==> config.mk <==
export PLATFORM = sky130hd
export DESIGN_NAME = pll_reset_sequencer
export DESIGN_NICKNAME = d
export VERILOG_FILES = /design/src/rtl/pll_seq_pkg.sv /design/src/rtl/sync_2ff.sv /design/src/rtl/pll_reset_sequencer.sv
export SDC_FILE = /design/constraint.sdc
export NUM_CORES = 1
export LEC_CHECK = 0
export CAP_MARGIN = 20
export CORE_MARGIN = 2
export CORE_UTILIZATION = 45
export DETAILED_ROUTE_END_ITERATION = 8
export DONT_BUFFER_PORTS = 1
export PLACE_DENSITY_LB_ADDON = 0.05
export SLEW_MARGIN = 20
export SYNTH_ARGS = -nofsm -noshare
export SYNTH_HDL_FRONTEND = slang
export SYNTH_SLANG_ARGS = --single-unit
==> constraint.sdc <==
create_clock -name clk_i -period 3.2 [get_ports clk_i]
set_clock_uncertainty 0.05 [all_clocks]
set_input_delay 0.32 -clock clk_i [delete_from_list [all_inputs] [get_ports clk_i]]
set_output_delay 0.32 -clock clk_i [all_outputs]
set_load 0.01 [all_outputs]
==> src/rtl/pll_seq_pkg.sv <==
// Shared types and helpers for the PLL reset sequencer.
package pll_seq_pkg;

  typedef enum logic [2:0] {
    StWaitLock  = 3'd0,
    StStabilize = 3'd1,
    StHold      = 3'd2,
    StRun       = 3'd3,
    StLost      = 3'd4
  } seq_state_e;

  // Width of a counter that must reach the largest of the three limits.
  function automatic int unsigned cnt_width(int unsigned a, int unsigned b, int unsigned c);
    int unsigned m;
    m = a;
    if (b > m) m = b;
    if (c > m) m = c;
    return $clog2(m + 1);
  endfunction

endpackage

==> src/rtl/sync_2ff.sv <==
// Two-flop synchroniser for asynchronous inputs, synchronous active-high reset.
module sync_2ff #(
  parameter int unsigned Width = 1
) (
  input  logic             clk_i,
  input  logic             reset_i,
  input  logic [Width-1:0] d_i,
  output logic [Width-1:0] q_o
);

  logic [Width-1:0] s1_q, s2_q;

  always_ff @(posedge clk_i) begin
    if (reset_i) begin
      s1_q <= '0;
      s2_q <= '0;
    end else begin
      s1_q <= d_i;
      s2_q <= s1_q;
    end
  end

  assign q_o = s2_q;

endmodule

==> src/rtl/pll_reset_sequencer.sv <==
// Qualifies PLL lock on the reference clock and sequences the downstream reset.
// Optional lock timeout flag is built when PLL_SEQ_TIMEOUT_EN is defined.
module pll_reset_sequencer
  import pll_seq_pkg::*;
#(
  parameter int unsigned STABLE_CYCLES  = 1024,
  parameter int unsigned HOLD_CYCLES    = 16,
  parameter int unsigned LOSS_CNT_W     = 8,
  parameter int unsigned TIMEOUT_CYCLES = 65536
) (
  input  logic                  clk_i,
  input  logic                  reset_i,
  input  logic                  pll_lock_i,
  output logic                  sys_reset_o,
  output logic                  ready_o,
  output logic [LOSS_CNT_W-1:0] lock_loss_cnt_o,
  output logic                  timeout_o
);

  localparam int unsigned CntW = cnt_width(STABLE_CYCLES, HOLD_CYCLES, TIMEOUT_CYCLES);
  localparam logic [CntW-1:0] StableCnt = CntW'(STABLE_CYCLES);
  localparam logic [CntW-1:0] HoldLast  = CntW'(HOLD_CYCLES - 1);

  logic                  lock_s;
  seq_state_e            state_q, state_d;
  logic [CntW-1:0]       cnt_q, cnt_d;
  logic [LOSS_CNT_W-1:0] loss_q, loss_d;
  logic                  sys_reset_q, sys_reset_d;
  logic                  ready_q, ready_d;

  sync_2ff #(
    .Width (1)
  ) u_lock_sync (
    .clk_i   (clk_i),
    .reset_i (reset_i),
    .d_i     (pll_lock_i),
    .q_o     (lock_s)
  );

`ifdef PLL_SEQ_TIMEOUT_EN
  localparam logic [CntW-1:0] TimeoutLast = CntW'(TIMEOUT_CYCLES - 1);
  logic timeout_q, timeout_d;
`endif

  always_comb begin
    state_d = state_q;
    cnt_d   = cnt_q;
    loss_d  = loss_q;
`ifdef PLL_SEQ_TIMEOUT_EN
    timeout_d = timeout_q;
`endif
    unique case (state_q)
      StWaitLock: begin
        if (lock_s) begin
          state_d = StStabilize;
          cnt_d   = CntW'(1);
`ifdef PLL_SEQ_TIMEOUT_EN
        end else if (cnt_q == TimeoutLast) begin
          timeout_d = 1'b1;
        end else begin
          cnt_d = cnt_q + CntW'(1);
`else
        end else begin
          cnt_d = '0;
`endif
        end
      end
      StStabilize: begin
        // Lock loss takes priority over the terminal count.
        if (!lock_s) begin
          state_d = StWaitLock;
          cnt_d   = '0;
        end else if (cnt_q == StableCnt) begin
          state_d = StHold;
          cnt_d   = '0;
        end else begin
          cnt_d = cnt_q + CntW'(1);
        end
      end
      StHold: begin
        if (!lock_s) begin
          state_d = StWaitLock;
          cnt_d   = '0;
        end else if (cnt_q == HoldLast) begin
          state_d = StRun;
          cnt_d   = '0;
        end else begin
          cnt_d = cnt_q + CntW'(1);
        end
      end
      StRun: begin
        if (!lock_s) begin
          state_d = StLost;
          if (loss_q != '1) loss_d = loss_q + LOSS_CNT_W'(1);
        end
      end
      StLost: begin
        state_d = StWaitLock;
        cnt_d   = '0;
      end
      default: begin
        state_d = StWaitLock;
        cnt_d   = '0;
      end
    endcase
    sys_reset_d = (state_d != StRun);
    ready_d     = (state_d == StRun);
  end

  always_ff @(posedge clk_i) begin
    if (reset_i) begin
      state_q     <= StWaitLock;
      cnt_q       <= '0;
      loss_q      <= '0;
      sys_reset_q <= 1'b1;
      ready_q     <= 1'b0;
    end else begin
      state_q     <= state_d;
      cnt_q       <= cnt_d;
      loss_q      <= loss_d;
      sys_reset_q <= sys_reset_d;
      ready_q     <= ready_d;
    end
  end

`ifdef PLL_SEQ_TIMEOUT_EN
  always_ff @(posedge clk_i) begin
    if (reset_i) timeout_q <= 1'b0;
    else         timeout_q <= timeout_d;
  end
  assign timeout_o = timeout_q;
`else
  assign timeout_o = 1'b0;
`endif

  assign sys_reset_o     = sys_reset_q;
  assign ready_o         = ready_q;
  assign lock_loss_cnt_o = loss_q;

endmodule
# [After elaboration in Yosys (flattened, before gate mapping)]
# Index checks and enable logic that the tools add are counted.
[op_classes] n_addsub=2 n_eq_ne=8 n_mux=13 n_bitwise=1 reduce_logical=2
[op_table] cell="17-bit two-way mux" count=4
[op_table] cell="17-bit one-hot mux with 4 select lines" count=1
[op_table] cell="3-bit two-way mux" count=6
[op_table] cell="17-bit by 1-bit adder with 17-bit output, second input constant" count=1
[op_table] cell="17-bit by 11-bit == test with 1-bit output, second input constant" count=1
[op_table] cell="17-bit by 4-bit == test with 1-bit output, second input constant" count=1
[op_table] cell="3-bit one-hot mux with 4 select lines" count=1
[op_table] cell="3-bit by 2-bit == test with 1-bit output, second input constant" count=3
[op_table] cell="8-bit by 1-bit adder with 8-bit output, second input constant" count=1
[op_table] cell="8-bit != test, second input constant" count=1
[op_table] cell="3-bit by 1-bit == test with 1-bit output, second input constant" count=1
[op_table] cell="3-bit zero test" count=1
[op_table] cell="3-bit by 2-bit != test with 1-bit output, second input constant" count=1
[op_table] cell="3-bit AND reduction" count=1
[op_table] cell="1-bit two-way mux" count=1
[op_table] cell="1-bit inverter" count=1
[word_totals] ff_bits=32 output_inout_bits=11 word_cells=33

# [Depth between registers and ports, before layout]
# Gate-level depths: netlist of run 1.
[depth] word_depth=5 mapped_depth=9 ltp_nobuf=7

# [By module]
# From an unflattened synthesis of run 1, not the netlist that was laid out.
[hier_totals] cells_unflattened=168 area_unflattened_um2=1551.5
[modules_own_cells] mod="pll_reset_sequencer" instances=1 cells_per_inst=164 area_each_um2=1498.9 seq_area_each_um2=600.6
[modules_own_cells] mod="sync_2ff" instances=1 cells_per_inst=4 area_each_um2=52.6 seq_area_each_um2=40.0

# [Worst setup path before layout of run 1]
# OpenSTA, ideal clock, no wires.
[synth_path] path_kind="reg-to-reg" start="reg cnt_q[14]" end="reg cnt_q[6]" setup_ps=115 t_arrival_ps=1791 t_required_ps=3035 slack_ps=1244 stages_incl_launch_ff=8 path_buffers=2 period_less_slack_ps=1956 path_cell_list="dfxtp_1 > or4_4 > nor4_4 > o22ai_1 > buf_6 > o21bai_4 > buf_12 > nor2_2"
[synth_via] elab_chain_len=4 elab_cells_between_ends=7 classes_between="2 x eq/ne; 5 x mux"
[synth_rtl] element="start, declared" line_no="pll_reset_sequencer.sv:26" text="logic [CntW-1:0] cnt_q, cnt_d;"
[synth_rtl] element="start signal, assigned" line_no="pll_reset_sequencer.sv:119" text="cnt_q <= cnt_d;"
[synth_rtl] element="17-bit by 4-bit == test with 1-bit output / 17-bit by 11-bit == test with 1-bit output (equally long branches)" line_no="pll_reset_sequencer.sv:84, pll_reset_sequencer.sv:73"
[synth_rtl] element="17-bit two-way mux (on tied branches)" line_no="pll_reset_sequencer.sv:84, pll_reset_sequencer.sv:73"
[synth_rtl] element="17-bit two-way mux (on tied branches)" line_no="pll_reset_sequencer.sv:81, pll_reset_sequencer.sv:70"
[synth_rtl] element="17-bit one-hot mux with 4 select lines (*)" line_no="pll_reset_sequencer.sv:52" text="unique case (state_q)"
# Every way passes the cells marked *; elsewhere a longest branch is shown, timed or not.
# A chain may end at the register's enable or synchronous reset.

# [Final worst setup path of run 1]
[layout_path] start="reg u_lock_sync.s2_q (netlist: u_lock_sync.q_o)" end="reg cnt_q[16]"
[layout_via] elab_chain_len=2 elab_cells_between_ends=3 classes_between="3 x mux"
[layout_rtl] element="start, declared" line_no="sync_2ff.sv:11" text="logic [Width-1:0] s1_q, s2_q;"
[layout_rtl] element="start signal, assigned" line_no="sync_2ff.sv:19" text="s2_q <= s1_q;"
[layout_rtl] element="17-bit two-way mux (on tied branches)" line_no="pll_reset_sequencer.sv:81, pll_reset_sequencer.sv:70"
[layout_rtl] element="17-bit one-hot mux with 4 select lines (*)" line_no="pll_reset_sequencer.sv:52"
# Marks and branches as above.

==> results of run 1 <==
## path summary, 6_finish.rpt
check	startpoint	end	slack [ns]	depth (start not counted)
max	u_lock_sync.q_o	cnt_q[16]	0.79	5
min reg2reg	u_lock_sync.s1_q	u_lock_sync.q_o	0.41	1
min	pll_lock_i	u_lock_sync.s1_q	0.06	1
max reg2reg	u_lock_sync.q_o	cnt_q[16]	0.79	5
## final cells by class
cell class,count,share of cell area (%)
Multi-Input combinational cell,128,52.8
Sequential cell,32,38.7
Tap cell,46,3.48
Clock buffer,6,3.10
Inverter,3,0.680
Clock inverter,2,0.605
Timing Repair Buffer,1,0.605
## cells by family after synthesis
group,share of synthesized area [%]
other,0.237
xor gates and xnor gates,9.39
and+or+nand+nor,35.4
buffers and inverters,4.42
AOI/OAI and AO/OA,7.10
muxes,0.631
adders and majority gates,2.37
DFF,40.4
## registers in the layout, indices dropped and copies added (netlist names)
register / cells
u_lock_sync.s1_q: 1
lock_loss_cnt_o: 8
ready_o: 1
state_q: 3
sys_reset_o: 1
cnt_q: 17
u_lock_sync.q_o: 1
## stage by stage
stage	area [sq um]	hold slack, ns
after floorplan	1590	0.339
after global placement	1580	0.343
after detailed placement	1580	0.344
after CTS	1660	0.0465
after global routing	1660	0.0596
final	1660	0.0610
## layer usage
layer / share of wire [%] / vias to the layer above
met2: 45 / 13
met5: 0 / -
met1: 50 / 551
li1: - / 596
met3: 4.0 / 5
met4: 1.6 / 0
## report_power, final
part | internal [uW] | leakage [uW] | switching (uW)
Combinational | 4.06 | 0.000238 | 5.80
Sequential | 400 | 0.000258 | 1.97
Clock | 104 | 0.0000380 | 138
## cells in the final DEF (no fill, tap or decap), types with 2 or more instances in the layout
cell	count
sky130_fd_sc_hd__a21oi_1	4
sky130_fd_sc_hd__a31oi_1	3
sky130_fd_sc_hd__and3_1	4
sky130_fd_sc_hd__clkbuf_4	5
sky130_fd_sc_hd__clkinv_2	2
sky130_fd_sc_hd__dfxtp_1	32
sky130_fd_sc_hd__ha_1	3
sky130_fd_sc_hd__inv_1	3
sky130_fd_sc_hd__nand2_1	13
sky130_fd_sc_hd__nand2b_1	2
sky130_fd_sc_hd__nand3_1	5
sky130_fd_sc_hd__nand3b_1	4
sky130_fd_sc_hd__nand4_1	8
sky130_fd_sc_hd__nand4b_1	2
sky130_fd_sc_hd__nor2_1	15
sky130_fd_sc_hd__nor2_2	10
sky130_fd_sc_hd__nor2b_1	5
sky130_fd_sc_hd__nor3_1	3
sky130_fd_sc_hd__nor4_1	2
sky130_fd_sc_hd__nor4_4	2
sky130_fd_sc_hd__o21ai_0	4
sky130_fd_sc_hd__or3_1	2
sky130_fd_sc_hd__or3b_2	2
sky130_fd_sc_hd__or4_4	3
sky130_fd_sc_hd__xnor2_1	6
sky130_fd_sc_hd__xor2_1	11
## what timing repair did
| action | CTS | global route |
|---|---|---|
| hold endpoints to repair | 15 | 0 |
| endpoints found under the setup margin | 0 | 0 |
| gates resized for setup | 0 | 0 |
| hold buffers | 1 | 0 |
==> run_summary.xml, run 1 <==
<?xml version="1.0" encoding="UTF-8"?>
<metrics>
  <group name="pwr">
    <metric name="max-vdd-ir-drop" unit="mV">0.240</metric>
    <metric name="power.leakage" unit="uW">0.000535</metric>
    <metric name="power_density" unit="mW/mm^2">395</metric>
    <metric name="power" unit="uW">655</metric>
  </group>
  <group name="sta">
    <metric name="grt_setup_unrepaired" unit="">no</metric>
    <metric name="setup_viol" unit="">0</metric>
    <metric name="layout_min_cycle_time" unit="ns">2.41</metric>
    <metric name="hold_violations" unit="">0</metric>
    <metric name="report.final.slew_viol_count" unit="">0</metric>
    <metric name="period_share" unit="%">75.4</metric>
    <metric name="tightest_slew" unit="ns">0.985</metric>
    <metric name="slew_headroom" unit="%">34.4</metric>
    <metric name="max_clock_freq" unit="MHz">414</metric>
    <metric name="setup_tns" unit="ns">0</metric>
    <metric name="fin_ws" unit="ns">0.787</metric>
  </group>
  <group name="cells_and_area">
    <metric name="antenna_cells" unit="">0</metric>
    <metric name="drive_above_1_share" unit="%">16.9</metric>
    <metric name="areaGrowthSynthToFinish" unit="%">4.42</metric>
    <metric name="layout.area.seq" unit="sq um">641</metric>
    <metric name="utilization" unit="%">49.2</metric>
    <metric name="nFillCells" unit="">339</metric>
    <metric name="multi_input_comb_area" unit="sq um">875</metric>
    <metric name="nets" unit="">177</metric>
    <metric name="final_cell_count_no_fill" unit="">218</metric>
  </group>
  <group name="global_routing">
    <metric name="globalRouteMet1Util" unit="%">21.1</metric>
    <metric name="grt_antenna_before_repair" unit="">0</metric>
    <metric name="grt_remaining_overflow" unit="">0</metric>
    <metric name="global_route.usage.total" unit="%">16.2</metric>
    <metric name="grt_pass1_vias" unit="">1094</metric>
    <metric name="grt_most_used_layer" unit="">met2</metric>
    <metric name="grt_util_met3" unit="%">6.43</metric>
    <metric name="grtUsageMet2" unit="%">24.1</metric>
    <metric name="grt_max_degree" unit="">16</metric>
    <metric name="wire_length_of_the_first_global_routing_pass" unit="um">4970</metric>
  </group>
  <group name="logic_synthesis">
    <metric name="post-synth-top-count-cell" unit="">sky130_fd_sc_hd__dfxtp_1</metric>
    <metric name="dominantRegCellSynth" unit="">sky130_fd_sc_hd__dfxtp_1</metric>
    <metric name="top_cell_type_s_share_of_synthesized_area" unit="%">40.4</metric>
    <metric name="synth_common_cells" unit="">sky130_fd_sc_hd__dfxtp_1 (32), sky130_fd_sc_hd__nor2_1 (15), sky130_fd_sc_hd__nand2_1 (13)</metric>
    <metric name="synth.net_count" unit="">175</metric>
    <metric name="synth_cell_type_count" unit="">44</metric>
    <metric name="synthesis.yosys.warnings" unit="">0</metric>
    <metric name="asyncSetResetFlopFracSynth" unit="%">0</metric>
    <metric name="netlist_instances" unit="">169</metric>
    <metric name="number_of_storage_elements_in_the_synthesis_netlist" unit="">32</metric>
    <metric name="netlist.top_cell.by_area" unit="">sky130_fd_sc_hd__dfxtp_1</metric>
    <metric name="synth_edf_count" unit="">0</metric>
    <metric name="synthesis.area" unit="sq mm">0.00159</metric>
    <metric name="synth_area_per_cell" unit="sq um">9.38</metric>
    <metric name="synth-seq-area-share" unit="%">40.4</metric>
    <metric name="ys_top_cells_by_area" unit="">sky130_fd_sc_hd__dfxtp_1 (40%), sky130_fd_sc_hd__xor2_1 (6.1%), sky130_fd_sc_hd__nor2_2 (3.9%), sky130_fd_sc_hd__nor2_1 (3.6%), sky130_fd_sc_hd__xnor2_1 (3.3%)</metric>
  </group>
  <group name="placed_design">
    <metric name="post-dp-hpwl" unit="um">2030</metric>
    <metric name="pre_cts_ws" unit="ns">0.809</metric>
    <metric name="placed_cells" unit="">209</metric>
    <metric name="place_congestion" unit="">0.789</metric>
    <metric name="port_buffers" unit="">0</metric>
  </group>
  <group name="floorplan">
    <metric name="floorplan.die.height" unit="um">63.4</metric>
    <metric name="core_region_area" unit="sq mm">0.00336</metric>
    <metric name="die_area" unit="sq mm">0.00401</metric>
    <metric name="floorplan.initialDensity" unit="%">47.1</metric>
    <metric name="rows" unit="">21</metric>
    <metric name="floorplan.die.width" unit="um">63.4</metric>
    <metric name="i_o_pin_total" unit="">14</metric>
  </group>
  <group name="hold_path">
    <metric name="min-delay-path-class" unit="">primary input to flip-flop</metric>
  </group>
  <group name="detailed_routing">
    <metric name="vias" unit="">1165</metric>
    <metric name="initialDrtViolationCount" unit="">63</metric>
    <metric name="wire_per_inst" unit="um">13.2</metric>
    <metric name="detail_route.wirelength" unit="um">2880</metric>
    <metric name="dr.pass1.iters" unit="">4</metric>
    <metric name="drc_errors" unit="">0</metric>
    <metric name="viasPerCell" unit="">5.34</metric>
    <metric name="drt.antenna.violating_nets" unit="">0</metric>
  </group>
  <group name="flow_run">
    <metric name="maxCapViolCount" unit="">0</metric>
  </group>
  <group name="clocking">
    <metric name="cts_sinks" unit="">32</metric>
    <metric name="cts_tree" unit="">done</metric>
    <metric name="h-tree-depth" unit="">2</metric>
    <metric name="post-cts-setup-buffers" unit="">0</metric>
    <metric name="tritoncts.num_buffers" unit="">5</metric>
    <metric name="clock_transition_at_path_regs" unit="ns">0.10</metric>
    <metric name="cts.path.max_buffers" unit="">2</metric>
    <metric name="clock_tree.root_cell" unit="">sky130_fd_sc_hd__clkbuf_4</metric>
    <metric name="clk_latency" unit="ns">0.33</metric>
  </group>
  <group name="critical_path">
    <metric name="critical_path_class" unit="">flip-flop to flip-flop</metric>
    <metric name="highest_cell_delay_on_the_worst_timing_path" unit="ns">0.77</metric>
    <metric name="critPathBufInv" unit="">0</metric>
    <metric name="worst-endpoint-arrival" unit="ns">2.62</metric>
    <metric name="timing.critical_path.fanout_max" unit="">11</metric>
    <metric name="crit_required" unit="ns">3.41</metric>
    <metric name="critical_path.slowest_cell" unit="">sky130_fd_sc_hd__o22ai_1</metric>
    <metric name="cp-end-kind" unit="">flip-flop</metric>
    <metric name="path_delay_family" unit="">simple AND/OR/NAND/NOR gates</metric>
    <metric name="path_cells" unit="">nand2b_1, or3b_2, o22ai_1, or3b_1, a31oi_1</metric>
    <metric name="startpoint_type" unit="">flip-flop</metric>
  </group>
  <group name="run_status">
    <metric name="status" unit="">finished clean</metric>
  </group>
</metrics>
Note: power is estimated with default switching activity, not from simulation.
==> run 2, diff against run 1 <==
==> constraint.sdc (replaced) <==
create_clock -name clk_i -period 2.27 [get_ports clk_i]
set_clock_uncertainty 0.05 [all_clocks]
set_input_delay 0.227 -clock clk_i [delete_from_list [all_inputs] [get_ports clk_i]]
set_output_delay 0.227 -clock clk_i [all_outputs]
set_load 0.01 [all_outputs]
==> run 2 against run 1 <==
Against the previous run: first-iteration DRC count is 30% higher; sequential power increased by 41%; core utilization increased by 1.8 points; worst hold slack improved by 0.12 ns; final area grew 3.6%; flip-flop and latch count stayed put; global-route usage increased by 0.43 points; wire length up 4.1%; critical endpoint is now cnt_q[0]; register-to-register slack lost 0.63 ns; die area unchanged; critical path depth up 3; highest routed layer unchanged; combinational power rose by 69%.
==> run_summary.xml, run 2 (same netlist as run 1, synthesis figures left out) <==
<?xml version="1.0" encoding="UTF-8"?>
<metrics>
  <group name="pwr">
    <metric name="pwr-share-seq" unit="%">56.4</metric>
    <metric name="power.leakage" unit="uW">0.000566</metric>
    <metric name="power_density" unit="mW/mm^2">586</metric>
    <metric name="max-vdd-ir-drop" unit="mV">0.343</metric>
    <metric name="power_frac_comb" unit="%">1.7</metric>
    <metric name="power.net_switching" unit="uW">203</metric>
    <metric name="share_clk_of_total_power" unit="%">41.9</metric>
    <metric name="p_int" unit="uW">802</metric>
    <metric name="power.share.switching" unit="%">20.2</metric>
  </group>
  <group name="sta">
    <metric name="report.final.slew_viol_count" unit="">0</metric>
    <metric name="period_share" unit="%">93.3</metric>
    <metric name="layout_min_cycle_time" unit="ns">2.12</metric>
    <metric name="tightest_slew" unit="ns">0.627</metric>
    <metric name="grt_setup_unrepaired" unit="">no</metric>
    <metric name="fin_ws" unit="ns">0.153</metric>
    <metric name="slew_headroom" unit="%">58.1</metric>
    <metric name="setup_tns" unit="ns">0</metric>
    <metric name="max_clock_freq" unit="MHz">472</metric>
    <metric name="finalHoldWorstSlack" unit="ns">0.185</metric>
    <metric name="setup_viol" unit="">0</metric>
    <metric name="hold_violations" unit="">0</metric>
  </group>
  <group name="global_routing">
    <metric name="grt_pass1_vias" unit="">1103</metric>
    <metric name="grt_antenna_before_repair" unit="">0</metric>
    <metric name="grt_max_degree" unit="">17</metric>
    <metric name="global_route.usage.total" unit="%">16.6</metric>
    <metric name="wire_length_of_the_first_global_routing_pass" unit="um">5200</metric>
    <metric name="grt_remaining_overflow" unit="">0</metric>
  </group>
  <group name="flow_run">
    <metric name="maxCapViolCount" unit="">0</metric>
  </group>
  <group name="clocking">
    <metric name="cts_sinks" unit="">32</metric>
    <metric name="cts_tree" unit="">done</metric>
    <metric name="post-cts-setup-buffers" unit="">0</metric>
    <metric name="clock_tree.root_cell" unit="">sky130_fd_sc_hd__clkbuf_4</metric>
    <metric name="cts_hold_buf" unit="">2</metric>
    <metric name="clk_latency" unit="ns">0.34</metric>
    <metric name="h-tree-depth" unit="">2</metric>
    <metric name="cts_resized" unit="">0</metric>
    <metric name="tritoncts.num_buffers" unit="">5</metric>
    <metric name="cts.path.max_buffers" unit="">2</metric>
    <metric name="clock_transition_at_path_regs" unit="ns">0.09</metric>
  </group>
  <group name="floorplan">
    <metric name="floorplan.initialDensity" unit="%">47.1</metric>
    <metric name="floorplan.die.height" unit="um">63.4</metric>
    <metric name="core_region_area" unit="sq mm">0.00336</metric>
    <metric name="i_o_pin_total" unit="">14</metric>
    <metric name="rows" unit="">21</metric>
    <metric name="die_area" unit="sq mm">0.00401</metric>
    <metric name="floorplan.die.width" unit="um">63.4</metric>
  </group>
  <group name="critical_path">
    <metric name="critPathBufInv" unit="">2</metric>
    <metric name="path_delay_family" unit="">simple AND/OR/NAND/NOR gates</metric>
    <metric name="critical_path.slowest_cell" unit="">sky130_fd_sc_hd__or4bb_1</metric>
    <metric name="highest_cell_delay_on_the_worst_timing_path" unit="ns">0.53</metric>
    <metric name="startpoint_type" unit="">flip-flop</metric>
    <metric name="timing.critical_path.fanout_max" unit="">8</metric>
    <metric name="worst-endpoint-arrival" unit="ns">2.25</metric>
    <metric name="path_cells" unit="">inv_1, ha_1, or4bb_1, nor4_4, o22ai_1, buf_4, o21ai_0, a21oi_1</metric>
    <metric name="critical_path_class" unit="">flip-flop to flip-flop</metric>
    <metric name="cp-end-kind" unit="">flip-flop</metric>
    <metric name="crit_required" unit="ns">2.41</metric>
  </group>
  <group name="cells_and_area">
    <metric name="nFillCells" unit="">342</metric>
    <metric name="commonest_non_fill_non_tap_cell_in_the_layout" unit="">sky130_fd_sc_hd__dfxtp_1</metric>
    <metric name="utilization" unit="%">51.0</metric>
    <metric name="drive_above_1_share" unit="%">17.6</metric>
    <metric name="nets" unit="">181</metric>
    <metric name="largest_register_ff_count" unit="">17</metric>
    <metric name="areaGrowthSynthToFinish" unit="%">8.21</metric>
    <metric name="commonest_non_fill_non_tap_cells_in_the_layout" unit="">sky130_fd_sc_hd__dfxtp_1 (32), sky130_fd_sc_hd__nor2_1 (15), sky130_fd_sc_hd__nand2_1 (13)</metric>
    <metric name="final_cell_count_no_fill" unit="">222</metric>
    <metric name="antenna_cells" unit="">0</metric>
    <metric name="largest_register" unit="">cnt_q</metric>
  </group>
  <group name="placed_design">
    <metric name="port_buffers" unit="">0</metric>
    <metric name="pre_cts_ws" unit="ns">0.206</metric>
    <metric name="placed_cells" unit="">212</metric>
    <metric name="place_congestion" unit="">0.739</metric>
    <metric name="post-dp-hpwl" unit="um">2120</metric>
  </group>
  <group name="detailed_routing">
    <metric name="vias" unit="">1176</metric>
    <metric name="detail_route.wirelength" unit="um">3000</metric>
    <metric name="initialDrtViolationCount" unit="">82</metric>
    <metric name="dr.pass1.iters" unit="">4</metric>
    <metric name="drt.antenna.violating_nets" unit="">0</metric>
    <metric name="wire_per_inst" unit="um">13.5</metric>
    <metric name="viasPerCell" unit="">5.30</metric>
    <metric name="drc_errors" unit="">0</metric>
  </group>
  <group name="run_status">
    <metric name="status" unit="">finished clean</metric>
  </group>
  <group name="hold_path">
    <metric name="min-delay-path-class" unit="">primary input to flip-flop</metric>
  </group>
</metrics>
-- run 2: area by class of cell --
| cell class | count | area, sq um | area share, % |
|---|---|---|---|
| inverters | 3 | 11.3 | 0.656 |
| clock buffers | 6 | 41.3 | 2.41 |
| multi-input cells | 128 | 875 | 51.0 |
| flip-flops and latches | 32 | 641 | 37.3 |
| repair buffers | 5 | 55.1 | 3.21 |
| well taps | 46 | 57.6 | 3.36 |
| clock inverters | 2 | 35.0 | 2.04 |
-- run 2: power groups by stage --
| stage | Sequential [uW] | Clock (uW) | Combinational, uW |
|---|---|---|---|
| final | 567 | 421 | 16.7 |
| after global routing | 568 | 467 | 18.7 |
| after CTS | 567 | 436 | 16.5 |
| after detailed placement | 580 | 0 | 9.52 |
| after global placement | 580 | 0 | 9.00 |
| after floorplan | 579 | 0 | 11.6 |
-- run 2: worst register-to-register path, cell delays in order (launching register included) --
cell and delay (ns):
sky130_fd_sc_hd__dfxtp_1 0.37, sky130_fd_sc_hd__inv_1 0.08, sky130_fd_sc_hd__ha_1 0.15, sky130_fd_sc_hd__or4bb_1 0.53
sky130_fd_sc_hd__nor4_4 0.18, sky130_fd_sc_hd__o22ai_1 0.20, sky130_fd_sc_hd__buf_4 0.21, sky130_fd_sc_hd__o21ai_0 0.14
sky130_fd_sc_hd__a21oi_1 0.08
-- run 2: metal layers --
layer	vias to the layer above	part of all wire, %	GRT usage, %
met5	-	0	0
met4	0	1.9	6.25
met3	8	4.6	6.43
met2	19	44	24.1
met1	545	50	22.2
li1	604	-	-
-- run 2: worst paths after layout --
check | end | slack (ns) | cells after the start | startpoint
min reg2reg | u_lock_sync.q_o | 0.41 | 1 | u_lock_sync.s1_q
max reg2reg | cnt_q[0] | 0.15 | 8 | cnt_q[0]
max | cnt_q[0] | 0.15 | 8 | cnt_q[0]
min | cnt_q[15] | 0.19 | 3 | reset_i
-- run 2: metrics by stage --
step / power, uW / cell area, sq um
3_3_place_gp: 589 / 1620
3_5_place_dp: 590 / 1620
6_report: 1010 / 1720
4_1_cts: 1020 / 1720
5_1_grt: 1050 / 1720
2_1_floorplan: 591 / 1590
==> run 3, diff against run 2 <==
--- a/config.mk
+++ b/config.mk
@@ -5,7 +5,6 @@
 export SDC_FILE = /design/constraint.sdc
 export NUM_CORES = 1
 export LEC_CHECK = 0
-export CAP_MARGIN = 20
 export CORE_MARGIN = 2
 export CORE_UTILIZATION = 45
 export DETAILED_ROUTE_END_ITERATION = 8
==> results of run 3 <==
Final layout, timing and power as in run 2 (identical DEF).
